**config.mk**
```make
export PLATFORM = sky130hd
export DESIGN_NAME = pw_trigger_gen
export DESIGN_NICKNAME = d
export VERILOG_FILES = /design/src/rtl/pw_trigger_gen.sv
export SDC_FILE = /design/constraint.sdc
export NUM_CORES = 1
export LEC_CHECK = 0
export ABC_CLOCK_PERIOD_IN_PS = 10750
export CAP_MARGIN = 15
export CORE_AREA = 2 2 157 159
export DETAILED_ROUTE_END_ITERATION = 12
export DIE_AREA = 0 0 159 161
export DONT_BUFFER_PORTS = 1
export SYNTH_ARGS = -nofsm -noshare
export SYNTH_HDL_FRONTEND = slang
export SYNTH_SLANG_ARGS = --single-unit
export TNS_END_PERCENT = 1
```
**constraint.sdc**
```tcl
create_clock -name fe_clk -period 10.75 [get_ports fe_clk]
set_input_delay 2.15 -clock fe_clk [delete_from_list [all_inputs] [get_ports fe_clk]]
set_output_delay 2.15 -clock fe_clk [all_outputs]
set_load 0.005 [all_outputs]
```
**src/rtl/pw_trigger_gen.sv**
```systemverilog
// Programmable multi-pulse trigger generator: a match starts a sequence of up to
// pNUM_TRIGGER_PULSES delay/width slots, with abort on enable drop.
module pw_trigger_gen #(
  parameter int pNUM_TRIGGER_PULSES = 8,
  parameter int pNUM_TRIGGER_WIDTH  = 4,
  parameter int pTRIG_FIELD_WIDTH   = 24
) (
  input  logic                                          fe_clk,
  input  logic                                          reset_i,
  input  logic                                          I_match,
  input  logic                                          I_trigger_enable,
  input  logic [pNUM_TRIGGER_WIDTH-1:0]                 I_num_triggers,
  input  logic [pTRIG_FIELD_WIDTH*pNUM_TRIGGER_PULSES-1:0] I_trigger_delay,
  input  logic [pTRIG_FIELD_WIDTH*pNUM_TRIGGER_PULSES-1:0] I_trigger_width,
  output logic                                          O_trigger,
  output logic                                          O_busy,
  output logic                                          O_done,
  output logic [pNUM_TRIGGER_WIDTH-1:0]                 O_pulse_index
);
  localparam int NP = pNUM_TRIGGER_PULSES;
  localparam int NW = pNUM_TRIGGER_WIDTH;
  localparam int FW = pTRIG_FIELD_WIDTH;

  typedef enum logic [1:0] {IDLE, DELAY, PULSE} state_t;

  state_t        state, state_nxt;
  logic [FW-1:0] cnt, cnt_nxt;
  logic [NW-1:0] idx, idx_nxt;
  logic          trig, trig_nxt;
  logic          done, done_nxt;

  logic [31:0]   num32, eff;
  logic          last;
  logic [NW-1:0] sel_idx;
  logic [FW-1:0] d_sel, w_sel, w_load;

  // Slot fields are fetched for the slot about to start: the next slot while in PULSE.
  always_comb begin
    num32   = 32'(I_num_triggers);
    eff     = (num32 > 32'(NP)) ? 32'(NP) : num32;
    last    = ((32'(idx) + 32'd1) == eff);
    sel_idx = (state == PULSE) ? idx + NW'(1) : idx;
    d_sel   = '0;
    w_sel   = '0;
    for (int i = 0; i < NP; i++) begin
      if (i == int'(sel_idx)) begin
        d_sel = I_trigger_delay[i*FW +: FW];
        w_sel = I_trigger_width[i*FW +: FW];
      end
    end
    w_load  = (w_sel == '0) ? '0 : w_sel - FW'(1);
  end

  always_ff @(posedge fe_clk) begin
    if (reset_i) begin
      state <= IDLE;
      cnt   <= '0;
      idx   <= '0;
      trig  <= 1'b0;
      done  <= 1'b0;
    end else begin
      state <= state_nxt;
      cnt   <= cnt_nxt;
      idx   <= idx_nxt;
      trig  <= trig_nxt;
      done  <= done_nxt;
    end
  end

  always_comb begin
    state_nxt = state;
    cnt_nxt   = cnt;
    idx_nxt   = idx;
    trig_nxt  = trig;
    done_nxt  = 1'b0;
    case (state)
      IDLE: begin
        trig_nxt = 1'b0;
        idx_nxt  = '0;
        cnt_nxt  = '0;
        if (I_match && I_trigger_enable && (eff != 32'd0)) begin
          // The IDLE->DELAY edge itself provides one low cycle, so d0 loads unmodified.
          state_nxt = DELAY;
          cnt_nxt   = d_sel;
        end
      end
      DELAY: begin
        if (!I_trigger_enable) begin
          state_nxt = IDLE;
          cnt_nxt   = '0;
          idx_nxt   = '0;
          trig_nxt  = 1'b0;
        end else if (cnt == '0) begin
          state_nxt = PULSE;
          cnt_nxt   = w_load;
          trig_nxt  = 1'b1;
        end else begin
          cnt_nxt = cnt - FW'(1);
        end
      end
      PULSE: begin
        if (!I_trigger_enable) begin
          state_nxt = IDLE;
          cnt_nxt   = '0;
          idx_nxt   = '0;
          trig_nxt  = 1'b0;
        end else if (cnt != '0) begin
          cnt_nxt = cnt - FW'(1);
        end else if (last) begin
          state_nxt = IDLE;
          cnt_nxt   = '0;
          idx_nxt   = '0;
          trig_nxt  = 1'b0;
          done_nxt  = 1'b1;
        end else begin
          idx_nxt = idx + NW'(1);
          if (d_sel == '0) begin
            state_nxt = PULSE;
            cnt_nxt   = w_load;
            trig_nxt  = 1'b1;
          end else begin
            state_nxt = DELAY;
            cnt_nxt   = d_sel - FW'(1);
            trig_nxt  = 1'b0;
          end
        end
      end
      default: begin
        state_nxt = IDLE;
        cnt_nxt   = '0;
        idx_nxt   = '0;
        trig_nxt  = 1'b0;
      end
    endcase
  end

  always_comb begin
    O_trigger     = trig;
    O_busy        = (state != IDLE);
    O_done        = done;
    O_pulse_index = idx;
  end
endmodule

```
# Word-level counts from Yosys, hierarchy flattened
# Index checks and enable logic that the tools add are counted.
[classes]
bitwise = 2
n_eq_ne = 14
n_lt_le_gt_ge = 1
n_reduce_logical = 14
n_mux = 48
n_addsub = 5
[ops]
columns = ["op", "n"]
rows = [
  ["24-bit 2-to-1 mux", 24],
  ["24-bit logical NOT", 3],
  ["24-bit case mux with 3 select lines", 1],
  ["24-bit by 1-bit subtractor with 24-bit output (second input constant)", 3],
  ["32-bit nonzero test", 1],
  ["4-bit 2-to-1 mux", 6],
  ["24-bit nonzero test", 1],
  ["4-bit == test (first input constant)", 4],
  ["2-bit 2-to-1 mux", 7],
  ["3-bit by 4-bit == test with 1-bit output (first input constant)", 2],
  ["4-bit case mux with 2 select lines", 1],
  ["1-bit 2-to-1 mux", 7],
  ["3-bit != test (second input constant)", 2],
  ["2-bit case mux with 3 select lines", 1],
  ["4-bit by 1-bit adder with 5-bit output (second input constant)", 1],
  ["5-bit by 4-bit == test with 1-bit output", 1],
  ["4-bit by 1-bit adder with 4-bit output (second input constant)", 1],
  ["2-bit by 4-bit == test with 1-bit output (first input constant)", 1],
  ["4-bit > comparator (second input constant)", 1],
  ["4-bit logical NOT", 1],
  ["2-bit != test (second input constant)", 2],
  ["2-bit AND reduction", 2],
  ["4-bit OR reduction", 1],
  ["3-bit AND reduction", 1],
  ["7 further kinds", 9],
]
[word_totals]
input_bits = 392
word_cells = 89
register_bits = 32
output_inout_bits = 7

# Logic depth before layout (Yosys ltp)
[logic_depth]
ltp_word = 18
ltp_mapped = 22
mapped_depth_nobuf = 16

# Worst setup path after synthesis
# Ideal clock, no wire load.
[synth_timing]
path_kind = "input port to flip-flop"
start = "input I_trigger_width[9]"
end = "register cnt[16]"
setup_ns = 0.132
path_buffers = 0
path_stages = 9
slack_ns = 5.798
required_ns = 10.618
arrival_time_ns = 4.820
path_cell_list = "mux4_2 -> a22o_1 -> a311oi_2 -> nand3_1 -> nor4b_4 -> and2_2 -> mux2_2 -> o311ai_0 -> o22ai_1"
[synth_via]
elab_chain_cells = 15
word_cells_on_any_way = 18
classes_between = "add/sub: 1; mux: 16; reduce/logical: 1"
[synth_rtl]
columns = ["element", "line", "text"]
rows = [
  ["start, declared", "14", "input logic [pTRIG_FIELD_WIDTH*pNUM_TRIGGER_PULSES-1:0] I_trigger_width,"],
  ["24-bit 2-to-1 mux (*) (8 in series)", "46", "if (i == int'(sel_idx)) begin"],
  ["24-bit by 1-bit subtractor with 24-bit output / 24-bit logical NOT (equally long branches)", "51", "w_load = (w_sel == '0) ? '0 : w_sel - FW'(1);"],
  ["24-bit 2-to-1 mux (*)", "51", ""],
  ["24-bit 2-to-1 mux", "117", "if (d_sel == '0) begin"],
  ["24-bit 2-to-1 mux", "109", "end else if (last) begin"],
  ["24-bit 2-to-1 mux", "107", "end else if (cnt != '0) begin"],
  ["24-bit 2-to-1 mux", "102", "if (!I_trigger_enable) begin"],
  ["24-bit case mux with 3 select lines (*)", "76", "case (state)"],
  ["end signal, assigned", "63", "cnt <= cnt_nxt;"],
  ["end, declared", "27", "logic [FW-1:0] cnt, cnt_nxt;"],
]
# Every way passes the cells marked *; elsewhere a longest branch is shown, timed or not.
# A chain may end at the register's enable or synchronous reset.

# Worst setup path after layout
[layout_timing]
start = "register idx[0] (netlist: O_pulse_index[0])"
end = "register cnt[7]"
[layout_via]
elab_chain_cells = 18
word_cells_on_any_way = 41
classes_between = "add/sub: 4; eq/ne: 8; mux: 26; reduce/logical: 3"
[layout_rtl]
columns = ["element", "line", "text"]
rows = [
  ["start, declared", "28", "logic [NW-1:0] idx, idx_nxt;"],
  ["start signal, assigned", "64", "idx <= idx_nxt;"],
  ["4-bit by 1-bit adder with 4-bit output", "42", "sel_idx = (state == PULSE) ? idx + NW'(1) : idx;"],
  ["4-bit 2-to-1 mux", "42", ""],
  ["4-bit logical NOT", "46", ""],
  ["24-bit 2-to-1 mux (8 in series)", "46", ""],
  ["24-bit by 1-bit subtractor with 24-bit output / 24-bit logical NOT (equally long branches)", "51", ""],
  ["24-bit 2-to-1 mux", "51", ""],
  ["24-bit 2-to-1 mux", "117", ""],
  ["24-bit 2-to-1 mux", "109", ""],
  ["24-bit 2-to-1 mux", "107", ""],
  ["24-bit 2-to-1 mux", "102", ""],
  ["24-bit case mux with 3 select lines (*)", "76", ""],
]
# Marks and branches as above.

==> flow_summary.yaml <==
pwr:
  p_leak_uw: 0.00279
  max-vdd-ir-drop_v: 0.0000598
  finalPower_uw: 963
  powerDensity_mw_per_mm2: 103
die:
  io_pins: 399
  initial_core_util_pct: 37.8
  core_area_mm2: 0.0240
  fp-row-count: 57
  dieArea_mm2: 0.0256
  die_height_um: 161
  die_w_um: 159
clock_tree:
  clockRootBuffer: "clkbuf_16"
  numClockSinks: 32
  cts_made_buffers: 5
  cts_buffer_depth: 2
  cts.clk_slew.worst_paths_ns: 0.06
  htreeDepth: 2
  cts_setup_buffers: 0
  ctsResizeCount: 0
  cts_tree: "built"
  ctsHoldBuffers: 0
  clock_latency_ns: 0.29
synthesis:
  ys.flop_type: "dfxtp_1"
  synth_compound_area_share_pct: 41.7
  synth_edf_count: 0
  synth.most_common_cell: "mux2i_1"
  synthMuxAreaShare_pct: 17.8
  synthTopCellsByCount: "mux2i_1 (96), nand2_1 (95), nor2_1 (78)"
  async_flop_share_pct: 0
  syn_area_per_cell_um2: 7.58
  syn-cell-area_mm2: 0.00905
  synth_top_family_by_area: "compound AO/OA/AOI/OAI gates"
  netlist.top_cell.by_area: "mux2i_1"
  syn_nets: 1595
  synth.top_cells.by_area: "mux2i_1 (11%), dfxtp_1 (7.1%), a221oi_1 (6.6%), mux4_2 (6.5%), nand2_1 (3.9%)"
  synth_xor_area_share_pct: 4.75
  synth-adder-area-share_pct: 1.11
  ys_seq_area_share_pct: 7.07
  synth_warnings: 0
  synth_top_area_share_pct: 10.6
  synth.distinct_cells: 92
  synthSimpleGateAreaFrac_pct: 19.2
  syn-instance-count: 1195
  ys_ff_latch: 32
setup_path:
  max_stage_delay_ns: 0.82
  arrival_ns: 6.79
  cp_common_cell: "buf_4"
  crit_required_ns: 10.93
  reg2reg_depth: 19
  crit_fanout: 63
  r2r_start: "O_pulse_index[0]$_SDFFE_PP0P_"
  critical_path.slowest_cell: "dfxtp_4"
  crit_path_start_kind: "flop"
  end_kind: "flop"
  cp_num_buf_inv: 6
  path_cells: "buf_4, xor2_4, buf_4, buf_4, nand2_1, a21oi_2, buf_4, nand2b_1, nand3_1, ha_1, inv_1, a221oi_1, nand3_2, nor3_1, buf_4, nand2_1, nand2_1, o31ai_1, a211o_1"
  r2r-end: "cnt[7]$_SDFF_PP0_"
  worstSetupPathType: "reg2reg"
  critical_path.top_delay_family: "simple AND/OR/NAND/NOR gates"
  ff2ff_setup_slack_ns: 4.14
min_path:
  min_delay_path_depth: 2
  hold_path.class: "reg2reg"
  whs_endpoint: "state[1]$_SDFFE_PP0P_"
  hold_start: "state[1]$_SDFFE_PP0P_"
status:
  status: "complete, no violations"
sta:
  slew_headroom_pct: 10.6
  setup_tns_ns: 0
  hold_viol_final: 0
  clock_skew_ns: 0.00284
  drv_slew: 0
  post-route-period-util_pct: 61.5
  worst_slack_ns: 4.14
  worst_pin_slew_ns: 1.32
  clock.fmax_ghz: 0.151
  rsz0062_at_grt: "no"
  setup_viol_count_final: 0
  post-route-min-period_ns: 6.61
grt:
  grt_pass1_wl_mm: 72.8
  first_global_vias: 10771
  grt_max_degree: 64
  grt_overflow_total: 0
  grt.total_usage_pct: 37.1
  antenna_found_initial: 14
final_layout:
  multi_input_area_mm2: 0.00773
  nFillCells: 2573
  ff_latch_area_um2: 648
  area_growth_pct: 3.29
  post-route-util_pct: 39.0
  drive_gt1_share_pct: 11.1
  final_nets: 1522
job:
  maxCapViolCount: 0
place:
  portBuffers: 0
  dp_slack_ns: 4.42
  hpwl_mm: 39.2
  gp_congestion: 1.03
routing:
  viasPerCell: 7.77
  drt-total-wl_mm: 50.1
  drc: 0
  vias: 11359
  wl_per_cell_um: 34.3
  ant_nets: 0
  dr.pass1.iters: 6
  drtIter0Drc: 1700
-- kinds of logic after synthesis --
logic type                 after synthesis
xor gates and xnor gates                47
muxes                                  128
and+or+nand+nor                        337
adders and majority gates                8
DFF                                     32
AOI/OAI and AO/OA                      502
buffers and inverters                  141
-- cell type report --
type	instances	share of cell area [%]
clock buffers	8	1.67
well taps	324	4.33
diodes	14	0.375
flip-flops and latches	32	6.93
inverters	24	0.963
multi-input cells	1022	82.7
repair buffers	37	3.05
-- stage by stage --
step | cells | instance area [um2] | hold WS (ns)
after global routing | 1454 | 9340 | 0.523
final | 1461 | 9350 | 0.490
after detailed placement | 1438 | 9150 | 0.482
after CTS | 1446 | 9300 | 0.491
after floorplan | 1195 | 9050 | 0.448
after global placement | 1438 | 9150 | 0.478
-- cell usage in the layout (no fill, tap or decap), types with 11 or more instances in the layout --
cell and instances:
or3_1 16, a31oi_1 14, inv_1 23, a211oi_1 25, a221oi_1 68, nor2_1 76, diode_2 14, a21oi_1 60
o22ai_1 27, o32ai_1 14, xor2_1 16, xnor2_1 29, mux2i_1 95, a22oi_1 47, o211ai_1 23, mux4_2 26
nand2_1 94, dfxtp_1 30, o21ai_0 56, buf_4 36, o221ai_1 29, nor3_1 14, o2bb2ai_1 11, nand2b_1 11
nand3_1 34, a2bb2oi_1 13
-- flip-flops by register name (all words and copies together) (netlist names) --
register / cells
cnt: 24
state: 2
O_pulse_index: 4
O_done: 1
O_trigger: 1
-- worst max-delay path by stage --
stage,slack (ns),from,cells past startpoint,to
final,4.14,O_pulse_index[0]$_SDFFE_PP0P_,19,cnt[7]$_SDFF_PP0_
after global routing,3.88,O_pulse_index[0]$_SDFFE_PP0P_,19,cnt[7]$_SDFF_PP0_
after CTS,4.41,O_pulse_index[0]$_SDFFE_PP0P_,19,cnt[22]$_SDFF_PP0_
after detailed placement,4.42,O_pulse_index[0]$_SDFFE_PP0P_,19,cnt[22]$_SDFF_PP0_
after global placement,4.53,O_pulse_index[0]$_SDFFE_PP0P_,19,cnt[22]$_SDFF_PP0_
after floorplan,5.80,I_trigger_width[9],9,cnt[16]$_SDFF_PP0_
-- tightest hold or removal path: stages (launching register included) --
cell	delay (ns)
dfxtp_1	0.33
nand2_1	0.06
a21oi_1	0.05
-- metal layers --
metal	wire [um]	global-route usage [%]	vias up
met3	7520	15.3	217
met4	2710	15.0	2
met5	13	0	-
met1	18000	44.4	5384
li1	-	-	4711
met2	21800	59.2	1045
-- where the power goes --
part | switching, uW | leakage, uW | internal (uW)
sequential | 21.9 | 0.000262 | 139
clock | 57.7 | 0.0000773 | 98.7
combinational | 393 | 0.00245 | 253
total | 472 | 0.00279 | 490
Note: power is estimated with default switching activity, not from simulation.
